[src/rtl/top_div_pkg.sv]
// Shared types and width constants for the sequential signed dividers.
package top_div_pkg;

    localparam int unsigned DIVIDEND_W = 25;
    localparam int unsigned DIVISOR_W  = 8;
    localparam int unsigned QUOT_W     = 16;
    localparam int unsigned REM_W      = DIVISOR_W + 1;
    localparam int unsigned CNT_W      = $clog2(DIVIDEND_W);

    localparam logic signed [QUOT_W-1:0] QMAX = 16'sh7FFF;
    localparam logic signed [QUOT_W-1:0] QMIN = 16'sh8000;

    // Largest quotient magnitudes that fit the signed output for each sign.
    localparam logic [DIVIDEND_W-1:0] POS_LIM = DIVIDEND_W'(32767);
    localparam logic [DIVIDEND_W-1:0] NEG_LIM = DIVIDEND_W'(32768);

    localparam logic [CNT_W-1:0] CNT_LAST = CNT_W'(DIVIDEND_W - 1);

    typedef enum logic [1:0] {
        IDLE = 2'd0,
        CALC = 2'd1,
        FIX  = 2'd2
    } state_t;

endpackage

[src/rtl/top_div_sdiv_sat_fix.sv]
// Sign application and saturation of an unsigned quotient/remainder pair.
module top_div_sdiv_sat_fix
    import top_div_pkg::*;
(
    input  logic [DIVIDEND_W-1:0] quo_mag_i,
    input  logic [REM_W-1:0]      rem_mag_i,
    input  logic                  neg_i,
    input  logic                  div_zero_i,
    output logic [QUOT_W-1:0]     quotient_o,
    output logic [REM_W-1:0]      remainder_o,
    output logic                  ovf_o
);

    // Divide-by-zero forces full scale; otherwise negate for a negative
    // dividend and clamp to the signed 16-bit range.
    always_comb begin
        quotient_o  = quo_mag_i[QUOT_W-1:0];
        remainder_o = rem_mag_i;
        ovf_o       = 1'b0;
        if (div_zero_i) begin
            quotient_o  = neg_i ? QMIN : QMAX;
            remainder_o = '0;
        end else if (neg_i) begin
            remainder_o = -rem_mag_i;
            if (quo_mag_i > NEG_LIM) begin
                quotient_o = QMIN;
                ovf_o      = 1'b1;
            end else begin
                quotient_o = -quo_mag_i[QUOT_W-1:0];
            end
        end else if (quo_mag_i > POS_LIM) begin
            quotient_o = QMAX;
            ovf_o      = 1'b1;
        end
    end

endmodule

[src/rtl/top_div_sdiv_25s_8ns_16_seq.sv]
// Restoring radix-2 divider: signed 25-bit / unsigned 8-bit -> saturated
// signed 16-bit quotient plus remainder, one quotient bit per enabled cycle.
module top_div_sdiv_25s_8ns_16_seq
    import top_div_pkg::*;
(
    input  logic                  clk,
    input  logic                  reset,
    input  logic                  ce,
    input  logic                  start,
    input  logic [DIVIDEND_W-1:0] dividend,
    input  logic [DIVISOR_W-1:0]  divisor,
    output logic                  busy,
    output logic                  done,
    output logic [QUOT_W-1:0]     quotient,
    output logic [REM_W-1:0]      remainder,
    output logic                  div_zero,
    output logic                  ovf
);

    state_t                state_q, state_d;
    logic [CNT_W-1:0]      cnt_q, cnt_d;
    logic [DIVIDEND_W-1:0] mag_q, mag_d;    // dividend magnitude, becomes quotient
    logic [DIVISOR_W-1:0]  prem_q, prem_d;  // partial remainder, always < divisor
    logic [DIVISOR_W-1:0]  dvsr_q, dvsr_d;
    logic                  neg_q, neg_d;
    logic                  busy_q, busy_d;
    logic                  done_q, done_d;
    logic [QUOT_W-1:0]     quot_q, quot_d;
    logic [REM_W-1:0]      rem_q, rem_d;
    logic                  dz_q, dz_d;
    logic                  ovf_q, ovf_d;

    logic [DIVISOR_W:0]    shifted;
    logic [DIVISOR_W+1:0]  trial;
    logic [QUOT_W-1:0]     fix_quot;
    logic [REM_W-1:0]      fix_rem;
    logic                  fix_ovf;

    top_div_sdiv_sat_fix u_sat_fix (
        .quo_mag_i   (mag_q),
        .rem_mag_i   ({1'b0, prem_q}),
        .neg_i       (neg_q),
        .div_zero_i  (dvsr_q == '0),
        .quotient_o  (fix_quot),
        .remainder_o (fix_rem),
        .ovf_o       (fix_ovf)
    );

    // Next-state logic: capture, iterate the restoring step, then publish.
    always_comb begin
        state_d = state_q;
        cnt_d   = cnt_q;
        mag_d   = mag_q;
        prem_d  = prem_q;
        dvsr_d  = dvsr_q;
        neg_d   = neg_q;
        busy_d  = 1'b0;
        done_d  = 1'b0;
        quot_d  = quot_q;
        rem_d   = rem_q;
        dz_d    = dz_q;
        ovf_d   = ovf_q;

        shifted = {prem_q, mag_q[DIVIDEND_W-1]};
        trial   = {1'b0, shifted} - {2'b00, dvsr_q};

        case (state_q)
            IDLE: begin
                if (start) begin
                    neg_d   = dividend[DIVIDEND_W-1];
                    mag_d   = dividend[DIVIDEND_W-1] ? -dividend : dividend;
                    prem_d  = '0;
                    dvsr_d  = divisor;
                    cnt_d   = CNT_LAST;
                    busy_d  = 1'b1;
                    state_d = CALC;
                end
            end
            CALC: begin
                busy_d = 1'b1;
                // Quotient bits shift in from the bottom as magnitude bits leave the top.
                mag_d  = {mag_q[DIVIDEND_W-2:0], ~trial[DIVISOR_W+1]};
                prem_d = trial[DIVISOR_W+1] ? shifted[DIVISOR_W-1:0] : trial[DIVISOR_W-1:0];
                cnt_d  = cnt_q - CNT_W'(1);
                if (cnt_q == '0) begin
                    state_d = FIX;
                end
            end
            FIX: begin
                quot_d  = fix_quot;
                rem_d   = fix_rem;
                ovf_d   = fix_ovf;
                dz_d    = (dvsr_q == '0);
                done_d  = 1'b1;
                state_d = IDLE;
            end
            default: begin
                state_d = IDLE;
            end
        endcase
    end

    // State register; reset wins over ce, and ce=0 freezes everything.
    always_ff @(posedge clk) begin
        if (reset) begin
            state_q <= IDLE;
            cnt_q   <= '0;
            mag_q   <= '0;
            prem_q  <= '0;
            dvsr_q  <= '0;
            neg_q   <= 1'b0;
            busy_q  <= 1'b0;
            done_q  <= 1'b0;
            quot_q  <= '0;
            rem_q   <= '0;
            dz_q    <= 1'b0;
            ovf_q   <= 1'b0;
        end else if (ce) begin
            state_q <= state_d;
            cnt_q   <= cnt_d;
            mag_q   <= mag_d;
            prem_q  <= prem_d;
            dvsr_q  <= dvsr_d;
            neg_q   <= neg_d;
            busy_q  <= busy_d;
            done_q  <= done_d;
            quot_q  <= quot_d;
            rem_q   <= rem_d;
            dz_q    <= dz_d;
            ovf_q   <= ovf_d;
        end
    end

    assign busy      = busy_q;
    assign done      = done_q;
    assign quotient  = quot_q;
    assign remainder = rem_q;
    assign div_zero  = dz_q;
    assign ovf       = ovf_q;

endmodule
[config.mk]
export PLATFORM = sky130hd
export DESIGN_NAME = top_div_sdiv_25s_8ns_16_seq
export DESIGN_NICKNAME = d
export VERILOG_FILES = /design/src/rtl/top_div_pkg.sv /design/src/rtl/top_div_sdiv_sat_fix.sv /design/src/rtl/top_div_sdiv_25s_8ns_16_seq.sv
export SDC_FILE = /design/constraint.sdc
export NUM_CORES = 1
export LEC_CHECK = 0
export CELL_PAD_IN_SITES_DETAIL_PLACEMENT = 1
export CELL_PAD_IN_SITES_GLOBAL_PLACEMENT = 1
export CORE_MARGIN = 3
export CORE_UTILIZATION = 42
export CTS_BUF_LIST = sky130_fd_sc_hd__clkbuf_4 sky130_fd_sc_hd__clkbuf_8
export CTS_CLUSTER_SIZE = 14
export DETAILED_ROUTE_END_ITERATION = 8
export GPL_ROUTABILITY_DRIVEN = 0
export MAX_ROUTING_LAYER = met4
export PLACE_DENSITY_LB_ADDON = 0.1
export SLEW_MARGIN = 5
export SYNTH_ARGS = -nofsm -noshare
export SYNTH_HDL_FRONTEND = slang
export SYNTH_SLANG_ARGS = --single-unit
[constraint.sdc]
create_clock -name clk -period 3.2 [get_ports clk]
set_clock_uncertainty 0.2 [all_clocks]
set_input_delay 0.96 -clock clk [delete_from_list [all_inputs] [get_ports clk]]
set_output_delay 0.96 -clock clk [all_outputs]
set_load 0.05 [all_outputs]
==> impl_results.md <==
* Outcome: complete, no violations
* Largest net degree at the start of global routing at 30
* # resized after CTS at 0
* Final wirelength at 14550 microns
* Post-CTS Setup Inserts at 0
* # port buffers at 65
* Area leader, netlist: dfxtp_1
* Gr ovfl total at 0
* First-pass iteration count of the detailed router at 5
* Hold crit path type: reg2reg
* RSZ-0062 raised after global routing: false
* Crit Path Category: in2reg
* Root Buffer: clkbuf_8
* Post-Syn Instances at 609
* Total GRT Usage at 0.2469
* EDFF count, synth at 0
* CP arrival at 3.03 ns
* Initial core utilization at 0.4420
* Final period util at 0.9127
* CTS tree: done
* Yosys warns at 0
* CTS buffer count at 9
* Die width at 111.6 microns
* # fillers at 1350
* Library cell with the highest instance count after synthesis: nand2_1
* Sequential share of the synthesized area at 0.3332
* H-tree depth at 3
* Worst-Skew Late Latency at 0.38 ns
* Leak at 2.170 nW
* Synth top area share at 0.3332
* DP Wirelength at 11180 microns
* Worst slew pin tran at 0.6544 ns
* CP cell instances: clkdlybuf4s50_1, nor4_2, buf_4, nand3_1, o31ai_1, xor2_1, a211o_1, a21oi_1
* GRT Max-Usage Layer: met2
* Syn_area_per_cell at 7.694 sq um
* Crit-path max FO at 5
* Placed insts at 812
* Max Slew Vio Count at 0
* FF/Latch Area at 1562 sq um
* Top Family by Delay on Critical Path: compound AO/OA/AOI/OAI gates
* Setup TNS at 0 ns
* Routed len/inst at 17.58 microns
* Initial antenna violation count at 0
* DR iter-0 viols at 383
* Startpoint Class: input port
* IO Pins at 66
* Achievable frequency at 342.4 MHz
* Routed vias at 4755
* Ranking of synthesized cells by area: dfxtp_1 33%, nand2_1 6.6%, nor2_1 5.7%, a21oi_1 5.2%, xnor2_1 5.0%
* Setup Viol. Count Final at 0
* PwrDens at 420.6 nW/um^2
* Grt met3 use at 0.04293
* Clock sinks at 78
* Hold buffer count at cts at 0
* Area Growth Syn to Fin at 25.02%
* CTS Buffer Depth at 2
* Drt via density at 5.743
* Die Area at 12460 sq um
* CP Buf/Inv Count at 2
* Element type at the critical path end: register
* Syn nets at 661
* Critical Path RT at 3.31 ns
* Ant diodes at 0
* Slew margin rel. at 0.5597
* ANT nets after route at 0
* Unique cell type count in the Yosys netlist at 57
* Main synth FF type: dfxtp_1
* Layout Nets at 739
* Max VDD drop at 252.9 uV
* Grt met1 use at 0.3068
* Worst-path clk slew at 0.08 ns
* Final Hold Viols at 0
* Layout cells sized above 1 at 0.09971
* Post-route insts no fill at 828
* Vias in the first global route at 4945
* First-pass GRT wire length at 24920 microns
* CP peak stage delay at 0.44 ns
* Slowest CP cell: clkdlybuf4s50_1
* Multi-input logic area at 2884 sq um
* Async S/R FF share, synth at 0
* Die H at 111.6 microns
* Post-route DRC at 0
* Grt met2 use at 0.4081
* Mapped Area at 4686 sq um
* Synth top cells by count: 82 x nand2_1, 78 x dfxtp_1, 71 x nor2_1
* Seq cells post-synth at 78
* Row cnt at 37
* Core area at 10600 sq um
* Max Cap Viol at 0
* Post-layout min period at 2.921 ns
-- worst paths after layout --
kind               start          end  slack [ns]  cells past startpoint
max          dividend[5]    mag_q[18]        0.28                      8
min                  ovf          ovf        0.26                      2
max reg2reg     mag_q[1]  quotient[9]        0.36                      8
min reg2reg          ovf          ovf        0.26                      2
-- cell families (layout without fill, tap and decap cells) --
group,count (synthesis),in the layout,share of synthesized area
DFF,78,78,0.3332
xor gates and xnor gates,39,39,0.07290
AOI/OAI and AO/OA,162,162,0.2363
and+or+nand+nor,249,249,0.2553
buffers and inverters,62,145,0.05207
adders and majority gates,15,15,0.04166
muxes,4,4,0.008545
-- per-layer routing --
| metal | routed length [microns] | vias up |
|---|---|---|
| li1 | - | 2350 |
| met1 | 6704 | 2302 |
| met2 | 7105 | 81 |
| met3 | 461 | 22 |
| met4 | 282 | 0 |
| met5 | 0 | - |
-- flip-flops by register name (all words and copies together), names as in the netlist, 2 cells and up --
name	cells
cnt_q	5
dvsr_q	8
mag_q	25
prem_q	8
quotient	16
remainder	9
state_q	2
-- through the flow --
step | area (sq um) | setup WS [ns] | power, mW | hold slack, ns | utilization
floorplan | 4686 | 0.2721 | 1.501 | 0.2444 | -
global placement | 5659 | -0.04952 | 1.686 | 0.2466 | 0.5338
detailed placement | 5659 | -0.1083 | 1.715 | 0.2583 | 0.5338
CTS | 5858 | 0.2808 | 2.478 | 0.2695 | 0.5526
global route | 5858 | 0.08588 | 2.606 | 0.2943 | 0.5526
finish | 5858 | 0.2794 | 2.464 | 0.2649 | 0.5526
-- cells in the final DEF, fill, tap and decap left out, types with 7 or more instances in the layout --
cell,count
a211oi_1,11
a21oi_1,49
a222oi_1,9
a22oi_1,11
a31oi_1,9
and3_1,9
buf_4,42
clkbuf_8,10
clkdlybuf4s50_1,64
dfxtp_1,78
ha_1,14
inv_1,22
nand2_1,82
nand2b_1,7
nand3_1,11
nor2_1,71
nor3_1,19
nor4_1,10
o21ai_0,25
o31ai_1,9
xnor2_1,27
xor2_1,12
-- tightest hold or removal path, delay by kind of cell, from the launching register on --
family | cells | cell delay [ns]
AOI/OAI and AO/OA | 1 | 0.05
DFF | 1 | 0.32
and+or+nand+nor | 1 | 0.05
-- cell type report --
| class | count | share of cell area |
|---|---|---|
| multi-input combinational | 469 | 0.4923 |
| sequential | 78 | 0.2666 |
| timing repair buffer | 107 | 0.1640 |
| tap | 136 | 0.02905 |
| clock buffer | 10 | 0.02349 |
| inverter | 22 | 0.01410 |
| clock inverter | 6 | 0.01047 |
-- where the power goes --
group | total (mW) | switching (mW) | internal, mW
registers | 1.08 | 0.0615 | 1.01
logic | 0.621 | 0.351 | 0.270
clock network | 0.767 | 0.388 | 0.379
Note: power is estimated with default switching activity, not from simulation.
